<file path="src/rtl/cpu_run_controller.sv">
// rtl/cpu_run_controller.sv - run/observe harness for the cpu core
//
// Purpose:
//   Holds the cpu in reset until started, counts run cycles, drives NUM_IRQ
//   programmable interrupt pulses, and ends the run on cpu completion or on
//   the MAX_CLOCKS cycle limit. It then snapshots the register file and
//   streams it out one register per beat over a valid/ready port.
//
// Optional feature:
//   RUN_CTRL_PERIODIC_IRQ_EN - adds irq_period_i; a channel with a nonzero
//   period re-fires every period cycles after its first trigger.
//
// Ports:
//   clk, rstn       clock and synchronous active-low reset
//   start           one-cycle run request (honoured in IDLE/DONE)
//   irq_en_i        per-channel interrupt enable
//   irq_at_i        per-channel trigger count, channel k at [k*CNT_W +: CNT_W]
//   irq_period_i    per-channel re-fire period (optional feature only)
//   completed_i     cpu completion flag
//   regs_i          cpu register file, reg i at [i*XLEN +: XLEN]
//   cpu_rstn_o      active-low reset to the cpu
//   irq_o           interrupt pulses to the cpu
//   busy_o          high while running or dumping
//   cycles_o        run cycles elapsed in the last run
//   timeout_o       last run ended on the cycle limit
//   dump_valid_o    dump beat valid
//   dump_idx_o      register index of the current beat
//   dump_data_o     register value of the current beat
//   dump_ready_i    sink accepts the beat
//   done_o          dump finished, results held

module cpu_run_controller #(
  parameter int NUM_IRQ    = 2,
  parameter int CNT_W      = 32,
  parameter int MAX_CLOCKS = 100000,
  parameter int IRQ_LEN    = 1,
  parameter int NREGS      = 32,
  parameter int XLEN       = 32,
  localparam int IDX_W     = (NREGS > 1) ? $clog2(NREGS) : 1
) (
  input  logic                     clk,
  input  logic                     rstn,
  input  logic                     start,
  input  logic [NUM_IRQ-1:0]       irq_en_i,
  input  logic [NUM_IRQ*CNT_W-1:0] irq_at_i,
`ifdef RUN_CTRL_PERIODIC_IRQ_EN
  input  logic [NUM_IRQ*CNT_W-1:0] irq_period_i,
`endif
  input  logic                     completed_i,
  input  logic [NREGS*XLEN-1:0]    regs_i,
  output logic                     cpu_rstn_o,
  output logic [NUM_IRQ-1:0]       irq_o,
  output logic                     busy_o,
  output logic [CNT_W-1:0]         cycles_o,
  output logic                     timeout_o,
  output logic                     dump_valid_o,
  output logic [IDX_W-1:0]         dump_idx_o,
  output logic [XLEN-1:0]          dump_data_o,
  input  logic                     dump_ready_i,
  output logic                     done_o
);

  localparam int REM_W = $clog2(IRQ_LEN + 1);

  typedef enum logic [1:0] {
    S_IDLE,
    S_RUN,
    S_DUMP,
    S_DONE
  } state_e;

  state_e state_q, state_d;

  logic [CNT_W-1:0]      cnt_q;
  logic [CNT_W-1:0]      cycles_q;
  logic                  cpu_rstn_q;
  logic                  timeout_q;
  logic                  done_q;
  logic [IDX_W-1:0]      idx_q;
  logic [NREGS*XLEN-1:0] snap_q;

  logic last_cnt;
  logic run_end;
  logic beat_xfer;
  logic last_beat;

  assign last_cnt  = (cnt_q == CNT_W'(MAX_CLOCKS - 1));
  assign run_end   = (state_q == S_RUN) && (completed_i || last_cnt);
  assign beat_xfer = (state_q == S_DUMP) && dump_ready_i;
  assign last_beat = (idx_q == IDX_W'(NREGS - 1));

  // ---------------------------------------------------------------- FSM
  always_ff @(posedge clk) begin
    if (!rstn) begin
      state_q <= S_IDLE;
    end else begin
      state_q <= state_d;
    end
  end

  always_comb begin
    state_d = state_q;
    case (state_q)
      S_IDLE, S_DONE: if (start) state_d = S_RUN;
      S_RUN:          if (run_end) state_d = S_DUMP;
      S_DUMP:         if (beat_xfer && last_beat) state_d = S_DONE;
      default:        state_d = S_IDLE;
    endcase
  end

  // ----------------------------------------------------------- datapath
  always_ff @(posedge clk) begin
    if (!rstn) begin
      cnt_q      <= '0;
      cycles_q   <= '0;
      cpu_rstn_q <= 1'b0;
      timeout_q  <= 1'b0;
      done_q     <= 1'b0;
      idx_q      <= '0;
    end else begin
      case (state_q)
        S_IDLE, S_DONE: begin
          if (start) begin
            cnt_q      <= '0;
            cycles_q   <= '0;
            cpu_rstn_q <= 1'b1;
            timeout_q  <= 1'b0;
            done_q     <= 1'b0;
          end
        end
        S_RUN: begin
          // Completion takes priority over the cycle limit.
          if (completed_i) begin
            cycles_q   <= cnt_q + 1'b1;
            timeout_q  <= 1'b0;
            cpu_rstn_q <= 1'b0;
          end else if (last_cnt) begin
            cycles_q   <= CNT_W'(MAX_CLOCKS);
            timeout_q  <= 1'b1;
            cpu_rstn_q <= 1'b0;
          end else begin
            cnt_q <= cnt_q + 1'b1;
          end
        end
        S_DUMP: begin
          if (beat_xfer) begin
            if (last_beat) begin
              idx_q  <= '0;
              done_q <= 1'b1;
            end else begin
              idx_q <= idx_q + 1'b1;
            end
          end
        end
        default: ;
      endcase
    end
  end

  // Snapshot contents are don't-care after reset, so no reset term.
  always_ff @(posedge clk) begin
    if (run_end) begin
      snap_q <= regs_i;
    end
  end

  // ---------------------------------------------------------- interrupts
  genvar k;
  generate
    for (k = 0; k < NUM_IRQ; k++) begin : g_irq
      logic [REM_W-1:0] rem_q;
      logic             at_hit;
      logic             fire;

      assign at_hit = (cnt_q == irq_at_i[k*CNT_W +: CNT_W]);

`ifdef RUN_CTRL_PERIODIC_IRQ_EN
      // Down-counter armed at the first trigger; reaching zero marks each
      // further multiple of the period past irq_at.
      logic [CNT_W-1:0] period;
      logic [CNT_W-1:0] per_q;
      logic             armed_q;
      logic             per_hit;

      assign period  = irq_period_i[k*CNT_W +: CNT_W];
      assign per_hit = armed_q && (period != '0) && (per_q == '0);

      always_ff @(posedge clk) begin
        if (!rstn || state_q != S_RUN) begin
          armed_q <= 1'b0;
          per_q   <= '0;
        end else if (at_hit) begin
          armed_q <= 1'b1;
          per_q   <= period - 1'b1;
        end else if (armed_q) begin
          per_q <= (per_q == '0) ? period - 1'b1 : per_q - 1'b1;
        end
      end

      assign fire = (state_q == S_RUN) && irq_en_i[k] && (at_hit || per_hit);
`else
      assign fire = (state_q == S_RUN) && irq_en_i[k] && at_hit;
`endif

      // rem_q counts the pulse cycles still to come; a re-fire reloads it.
      // Leaving RUN clears it, truncating any pulse in flight.
      always_ff @(posedge clk) begin
        if (!rstn || run_end || state_q != S_RUN) begin
          rem_q <= '0;
        end else if (fire) begin
          rem_q <= REM_W'(IRQ_LEN);
        end else if (rem_q != '0) begin
          rem_q <= rem_q - 1'b1;
        end
      end

      assign irq_o[k] = (rem_q != '0);
    end
  endgenerate

  // ------------------------------------------------------------- outputs
  assign cpu_rstn_o   = cpu_rstn_q;
  assign busy_o       = (state_q == S_RUN) || (state_q == S_DUMP);
  assign cycles_o     = cycles_q;
  assign timeout_o    = timeout_q;
  assign done_o       = done_q;
  assign dump_valid_o = (state_q == S_DUMP);
  assign dump_idx_o   = idx_q;
  // Gated so the undefined snapshot never shows outside DUMP.
  assign dump_data_o  = dump_valid_o ? snap_q[int'(idx_q)*XLEN +: XLEN] : '0;

endmodule

</file>
<file path="config.mk">
export PLATFORM = sky130hd
export DESIGN_NAME = cpu_run_controller
export DESIGN_NICKNAME = d
export VERILOG_FILES = /design/src/rtl/cpu_run_controller.sv
export SDC_FILE = /design/constraint.sdc
export NUM_CORES = 1
export LEC_CHECK = 0
export BUFFER_PORTS_ARGS = -buffer_cell sky130_fd_sc_hd__buf_2
export CELL_PAD_IN_SITES_DETAIL_PLACEMENT = 2
export CELL_PAD_IN_SITES_GLOBAL_PLACEMENT = 2
export CORE_AREA = 10 10 443 445
export CTS_CLUSTER_DIAMETER = 40
export DETAILED_ROUTE_END_ITERATION = 8
export DIE_AREA = 0 0 453 455
export GPL_ROUTABILITY_DRIVEN = 1
export PLACE_DENSITY = 0.58
export SYNTH_ARGS = -nofsm -noshare
export SYNTH_HDL_FRONTEND = slang
export SYNTH_SLANG_ARGS = --single-unit
</file>
<file path="constraint.sdc">
create_clock -name clk -period 56.5 [get_ports clk]
set_clock_uncertainty 0.15 [all_clocks]
set_input_delay 8.475 -clock clk [delete_from_list [all_inputs] [get_ports clk]]
set_output_delay 8.475 -clock clk [all_outputs]
set_load 0.005 [all_outputs]
</file>
* Word level (Yosys, flattened, before mapping)
Cells that the tools add are included.
Word-level totals: flip-flop bits (word level) 1100, input port bits 1095, output and inout bits 76, logic and storage cells 80
Operators by class: add/subtract/negate cells 4, eq/ne operators 16, shift-type cells 1, muxes and demuxes 28, reductions and logical operators 21
Operator list (count):
- 1024-bit by 11-bit indexed part select with 32-bit output | 1
- 32-bit 2-to-1 mux | 6
- 32-bit one-hot mux with 2 select lines | 2
- 32-bit == test | 2
- 32-bit by 1-bit adder with 32-bit output (second input constant) | 1
- 32-bit by 17-bit == test with 1-bit output (second input constant) | 1
- 1-bit 2-to-1 mux | 12
- 2-bit by 1-bit inequality test with 1-bit output (second input constant) | 4
- 2-bit inequality test (second input constant) | 4
- 4-bit AND reduction | 2
- 1-bit logical AND | 7
- 2-bit 2-to-1 mux | 3
- 1-bit one-hot mux with 2 select lines | 3
- 2-bit one-hot mux with 3 select lines | 1
- 3-bit AND reduction | 2
- 5-bit by 1-bit adder with 5-bit output (second input constant) | 1
- 5-bit == test (second input constant) | 1
- 5-bit 2-to-1 mux | 1
- 2-bit == test (second input constant) | 2
- 1-bit logical OR | 4
- 2-bit nonzero test | 2
- 3-bit inequality test (second input constant) | 1
- 2-bit by 1-bit == test with 1-bit output (second input constant) | 1
- 2-bit zero test | 1
- 4 further kinds | 5

* Longest topological paths before layout
Gate-level depths: netlist of the first run.
depth after elaboration 5, depth in mapped cells 9, mapped depth without buffers 8

* Worst setup path before layout of the first run
No wires, ideal clock.
path kind input-to-reg, start point input completed_i, end point register cpu_rstn_q (netlist: cpu_rstn_o), setup time 1995 ps, data arrival time 52300 ps, data required time 54355 ps, slack 2055 ps, stages on the path 3, path buffers 0, cell sequence nor2_1 -> nor2_1 -> a221oi_1
On the way: longest elaborated chain between the ends 2, elaborated cells between the ends (all ways) 4, those cells by class eq/ne (1); mux (2); reduce/logical (1)
Ends and longest elaborated chain:
- from (decl) | line 49 | input logic completed_i,
- 3-bit inequality test (no source line) or 1-bit 2-to-1 mux (tied branches)
- 3-bit AND reduction (no source line) or 1-bit one-hot mux with 2 select lines (tied branches)
- to (signal assigned) | line 116 | cpu_rstn_q <= 1'b0;
- to (signal assigned) | line 126 | cpu_rstn_q <= 1'b1;
- to (signal assigned) | line 136 | cpu_rstn_q <= 1'b0;
- to (decl) | line 76 | logic cpu_rstn_q;
Several ways; a longest one is shown, not always the timed one. A chain may end at the register's enable or synchronous reset.

* Final worst setup path of the first run
start point register idx_q[0] (netlist: dump_idx_o[0]), end point output dump_data_o[16]
On the way: longest elaborated chain between the ends 2
Ends and longest elaborated chain:
- from (decl) | line 79 | logic [IDX_W-1:0] idx_q;
- from (signal assigned) | line 151 | idx_q <= idx_q + 1'b1;
- 1024-bit by 11-bit indexed part select with 32-bit output | line 230 | assign dump_data_o = dump_valid_o ? snap_q[int'(idx_q)*XLEN +: XLEN] : '0;
- 32-bit 2-to-1 mux | line 230
- to (decl) | line 58 | output logic [XLEN-1:0] dump_data_o,
Every way passes these cells.

==> reports/results.ini, run 1 <==
[placement]
placed_cells=5562
numPortBuffers=1170
place.gp.congestion=0.889
dpl.hpwl_mm=156

[layout]
final_util_pct=31.2
syn_to_final_growth_pct=35.7
drive_above_1_share_pct=54.3
nets=4363
fillCellCount=19131
instances_no_fill=6011

[detailed_routing]
antenna_left=0
drt_iter0_drc=3211
dr.pass1.iters=7
drc=0
wire_per_inst_um=33.4
vias=27829
via_per_inst=4.63
wl_mm=201

[clock_network]
cts-resized-gates=0
ctsHoldBuffers=0
cts_tree=built
cts.sinks=1100
cts-root-buf=clkbuf_16
clk_latency_ns=0.83
clock_path_buffers=3
path_clk_slew_ns=0.05
cts-buffers-inserted=193
htreeDepth=4
cts_post_setup_buffers_inserted=0

[floorplan]
dieArea_um2=206000
start_util_pct=23.0
die_h_um=455
die_w_um=453
rows=159
ios=1171
core_um2=187000

[sta]
maxSlewHeadroom_pct=18.1
fin_crit_ns=13.77
finalCritPeriodShare_pct=24.4
setup_tns_ns=0
fmax_mhz=72.6
grt_setup_unrepaired=false
drv_slew=0
finalHoldViolCount=0
worstMarginPinSlew_ns=1.23
setup_violations=0

[logic_synthesis]
ys_warn_count=0
synth_edf_count=1024
synthTopCellsByArea=edfxtp_1 71%, mux4_2 17%, dfxtp_1 3.5%
synth_ff_type=edfxtp_1
netlist_area_um2=43100
synth_fp_nets=3099
synth_cell_types=55
yosys-top-cells-count=1024 x edfxtp_1, 320 x mux4_2, 86 x clkbuf_1
syn_inst=1998
synth_top_area_cell=edfxtp_1
ys_ff_latch=1100
synth_top_area_share_pct=71.3
avgSynthCellArea_um2=21.6
async_reset_ff_share_pct=0
seq_area_frac_synth_pct=74.9
synth_most_common_cell=edfxtp_1

[global_route]
antenna_found_initial=244
grt_pass1_wl_mm=264
grt_max_degree=97
grt_overflow=0
globalRouteTotalUtil_pct=18.7
grt_pass1_vias=29578

[critical_path]
worstPathRequired_ns=47.88
crit_chain=buf_12, buf_4, mux4_2, mux4_2, a22o_1, buf_2
endpoint_kind=primary output
cp_num_buf_inv=3
crit_path_max_fanout=96
crit_family=buffers and inverters
path_class=register to primary output
crit_top_cell=mux4_2
cp.arrival_ns=5.14
crit_path_start_kind=register
cp_slowest_cell=dfxtp_4
slowest_delay_ns=0.92

[run_status]
status=complete, no violations

[power_and_ir_drop]
power_leakage_uw=0.0206
vdd_drop_max_uv=26.1
p_per_area_nw_per_um2=44.6

[job]
max-cap-violations=0

[worst_hold_path]
min_path_type=register to register

## area by class of cell
class                   count  area [um2]  share of cell area (%)
flip-flops and latches   1100       32300                    55.2
multi-input cells         752       10200                    17.5
repair buffers           1201        6100                    10.4
clock buffers             217        4980                    8.52
well taps                2495        3120                    5.34
clock inverters           143        1500                    2.57
diodes                     89         223                   0.381
inverters                  14        52.6                  0.0899
## flip-flops by register name (all words and copies together), names as in the netlist, 2 cells and up
name and flops:
g_irq.rem_q 2, dump_idx_o 5, cycles_o 32, cnt_q 32
snap_q 1024, state_q 2
## path summary, 6_finish.rpt
check	start	endpoint	slack [ns]	depth (start not counted)
worst max-delay path	dump_idx_o[0]$_SDFFE_PN0P_	dump_data_o[16]	42.73	6
worst min-delay path	cycles_o[29]$_SDFFE_PN0P_	cycles_o[29]$_SDFFE_PN0P_	0.31	1
worst max register to register	cnt_q[1]$_SDFFE_PN0P_	snap_q[724]$_DFFE_PP_	49.68	11
worst min register to register	cycles_o[29]$_SDFFE_PN0P_	cycles_o[29]$_SDFFE_PN0P_	0.31	1
## per-stage QoR
stage          hold WS [ns]  area (um2)  setup WS [ns]  power, uW
2_1_floorplan         0.303       43100           2.06       1520
3_3_place_gp          0.293       51800          42.80       1460
3_5_place_dp          0.300       51800          42.61       1470
4_1_cts               0.315       58300          42.35       2640
5_1_grt               0.333       58400          42.29       2710
6_report              0.308       58500          42.73       2610
## layout by cell type (no fill, tap or decap), types with 10 or more instances in the layout
master	n
a21oi_1	29
a22o_1	32
buf_2	1170
buf_4	30
bufinv_16	14
clkbuf_1	20
clkbuf_16	195
clkinv_1	23
clkinv_2	26
clkinv_4	21
clkinvlp_4	17
dfxtp_1	72
diode_2	89
edfxtp_1	1024
inv_1	14
inv_6	24
mux4_2	320
nand2_1	38
nand3_1	31
nand4_1	21
nor2_1	23
nor3_1	16
nor4_1	15
o211ai_1	10
o2bb2ai_1	14
o31ai_1	18
or3_1	10
xnor2_1	45
xor2_1	45
## kinds of logic (layout without fill, tap and decap cells)
group | Yosys count | after routing | share of synthesized area [%]
and+or+nand+nor | 191 | 191 | 2.44
xor gates and xnor gates | 90 | 90 | 1.83
muxes | 325 | 325 | 16.8
other | 0 | 89 | 0
AOI/OAI and AO/OA | 140 | 140 | 2.38
DFF | 1100 | 1100 | 74.9
buffers and inverters | 146 | 1575 | 1.49
adders and majority gates | 6 | 6 | 0.174
## layer usage
metal	routed length, um	GRT usage (%)
met1	74100	21.8
met2	104000	32.1
met3	14800	5.29
met4	7780	8.18
met5	460	0
## report_power, final
group          leakage [uW]  internal (uW)  switching [uW]
registers            0.0100           1050            57.3
clock network       0.00313            710             451
logic               0.00746            140             198
Power figures use the tool's default switching activity.
==> inputs of run 2 (changes only) <==
clock period = 12.22 ns   (was 56.5 ns; I/O delays follow)
==> reports/results.ini, run 2 (synthesized netlist as in run 1, its figures left out) <==
[critical_path]
r2r-start=cnt_q[1]$_SDFFE_PN0P_  ; unchanged
cp.depth=6  ; unchanged
slowest_delay_ns=0.89  ; was 0.92 ns
worstPathRequired_ns=10.24  ; was 47.88 ns
crit_path_max_fanout=105  ; was 96
cp_slowest_cell=dfxtp_4  ; unchanged
crit_path_start_kind=register  ; unchanged
path_class=register to primary output  ; unchanged
r2r_cells=9  ; was 11
regToRegEndpoint=snap_q[298]$_DFFE_PP_  ; was snap_q[724]$_DFFE_PP_
crit_family=buffers and inverters  ; unchanged
cp_num_buf_inv=3  ; unchanged
crit_top_cell=mux4_2  ; unchanged
crit_chain=buf_12, buf_4, mux4_2, mux4_2, a22o_1, buf_2  ; unchanged
cp.arrival_ns=5.13  ; was 5.14 ns
startpoint=dump_idx_o[0]$_SDFFE_PN0P_  ; unchanged
r2r_setup_slack_ns=7.08  ; was 49.68 ns
crit_end=dump_data_o[15]  ; was dump_data_o[16]
endpoint_kind=primary output  ; unchanged

[clock_network]
cts-buffers-inserted=200  ; was 193
clk_latency_ns=0.83  ; about the same
ctsHoldBuffers=0  ; unchanged
cts.sinks=1100  ; unchanged
htreeDepth=4  ; unchanged
cts_tree=built  ; unchanged
cts-root-buf=clkbuf_16  ; unchanged
path_clk_slew_ns=0.05  ; about the same
cts_post_setup_buffers_inserted=0  ; unchanged
clock_path_buffers=3  ; unchanged
cts-resized-gates=0  ; unchanged

[sta]
fmax_mhz=141
setup_tns_ns=0  ; unchanged
postLayoutSetupSlackWorst_ns=5.11  ; was 42.73 ns
finalCritPeriodShare_pct=58.2
grt_setup_unrepaired=false  ; unchanged
worstMarginPinSlew_ns=1.32  ; was 1.23 ns
maxSlewHeadroom_pct=11.7  ; was 18.1%
setup_violations=0  ; unchanged
drv_slew=0  ; unchanged
fin_crit_ns=7.11
finalHoldViolCount=0  ; unchanged

[run_status]
status=complete, no violations  ; unchanged

[power_and_ir_drop]
vdd_drop_max_uv=123  ; was 26.1 uV
power_leakage_uw=0.0209  ; was 0.0206 uW
p_per_area_nw_per_um2=214  ; was 44.6 nW/um2

[detailed_routing]
wire_per_inst_um=33.8  ; was 33.4 um
dr.pass1.iters=5  ; was 7
drc=0  ; unchanged
vias=27798  ; was 27829
antenna_left=0  ; unchanged
drt_iter0_drc=3086  ; was 3211
via_per_inst=4.63  ; about the same
wl_mm=203  ; was 201 mm

[layout]
largest_register_ffs=1024  ; unchanged
top_register=snap_q  ; unchanged
layout_commonest_cell=buf_2  ; unchanged
fillCellCount=19088  ; was 19131
drive_above_1_share_pct=55.0  ; was 54.3%
syn_to_final_growth_pct=37.3  ; was 35.7%
instances_no_fill=5999  ; was 6011
layout_common_cells=1170 x buf_2, 1024 x edfxtp_1, 320 x mux4_2, 205 x clkbuf_16, 72 x dfxtp_1  ; was 1170 x buf_2, 1024 x edfxtp_1, 320 x mux4_2, 195 x clkbuf_16, 72 x dfxtp_1
nets=4367  ; was 4363
final_util_pct=31.6  ; was 31.2%
final_area_um2=59200  ; was 58500 um2
multi_input_area_um2=10200  ; about the same
regArea_um2=32300  ; unchanged

[placement]
placed_cells=5559  ; was 5562
place.gp.congestion=0.925  ; was 0.889
dpl.hpwl_mm=157  ; was 156 mm
placed_cell_area_um2=51800  ; about the same
place_ws_ns=5.77  ; was 42.61 ns
numPortBuffers=1170  ; unchanged

[global_route]
antenna_found_initial=257  ; was 244
grt_pass1_vias=29412  ; was 29578
grt_max_degree=189  ; was 97
grt_pass1_wl_mm=264  ; about the same
globalRouteTotalUtil_pct=18.8  ; was 18.7%
grt_overflow=0  ; unchanged

[floorplan]
start_util_pct=23.0  ; unchanged
core_um2=187000  ; unchanged
ios=1171  ; unchanged
die_h_um=455  ; unchanged
dieArea_um2=206000  ; unchanged
rows=159  ; unchanged
die_w_um=453  ; unchanged

[worst_hold_path]
min_path_type=register to register  ; unchanged

[job]
max-cap-violations=0  ; unchanged

[run 2: changes by cell type in the layout (fill, tap and decap cells not counted), moves of 8 or more]
cell	before	now
buf_4	30	22
diode_2	89	65
clkbuf_16	195	205
clkinv_1	23	14
bufinv_16	14	33
inv_6	24	35
[run 2: stage by stage]
stage          total power (uW)  hold slack, ns
6_report                  12700           0.307
5_1_grt                   13100           0.327
4_1_cts                   12800           0.311
3_5_place_dp               6790           0.293
3_3_place_gp               6740           0.290
2_1_floorplan              6260           0.303
[run 2: worst min-delay path by stage]
stage / start / end / slack, ns / cells past startpoint
global route: cycles_o[28]$_SDFFE_PN0P_ / cycles_o[28]$_SDFFE_PN0P_ / 0.33 / 1
CTS: cycles_o[26]$_SDFFE_PN0P_ / cycles_o[26]$_SDFFE_PN0P_ / 0.31 / 1
global placement: cycles_o[26]$_SDFFE_PN0P_ / cycles_o[26]$_SDFFE_PN0P_ / 0.29 / 1
floorplan: timeout_o$_SDFFE_PN0P_ / timeout_o$_SDFFE_PN0P_ / 0.30 / 2
detailed placement: cycles_o[26]$_SDFFE_PN0P_ / cycles_o[26]$_SDFFE_PN0P_ / 0.29 / 1
finish: cycles_o[22]$_SDFFE_PN0P_ / cycles_o[22]$_SDFFE_PN0P_ / 0.31 / 1
[run 2: layout make-up]
cell class	count	share of cell area, %
Sequential cell	1100	54.6
Multi-Input combinational cell	752	17.3
Timing Repair Buffer	1198	10.4
Clock buffer	220	8.80
Tap cell	2495	5.27
Clock inverter	155	3.37
Antenna cell	65	0.275
Inverter	14	0.0888
[run 2: worst register-to-register path, stage by stage (launching register included)]
cell and delay [ns]:
dfxtp_1 0.52, ha_1 0.34, nand4_1 0.15, nor2_1 0.22
and3_1 0.40, nor2_4 0.06, nor2_4 0.67, buf_12 0.56
buf_4 0.87, buf_4 0.78
[run 2: layer usage]
metal  vias up  wire length [um]  share of wire (%)  global-route usage [%]
li1      11109                 -                  -                       -
met1     14383             74300                 37                    21.9
met2      1616            104000                 51                    32.5
met3       602             16300                8.0                    5.78
met4        88              7370                3.6                    7.26
met5         -               562               0.28                       0
[run 2: where the power goes]
| part | total, uW | internal [uW] | switching, uW |
|---|---|---|---|
| sequential | 5150 | 4870 | 284 |
| combinational | 1550 | 650 | 900 |
| clock | 5950 | 3820 | 2130 |
| total | 12700 | 9340 | 3310 |
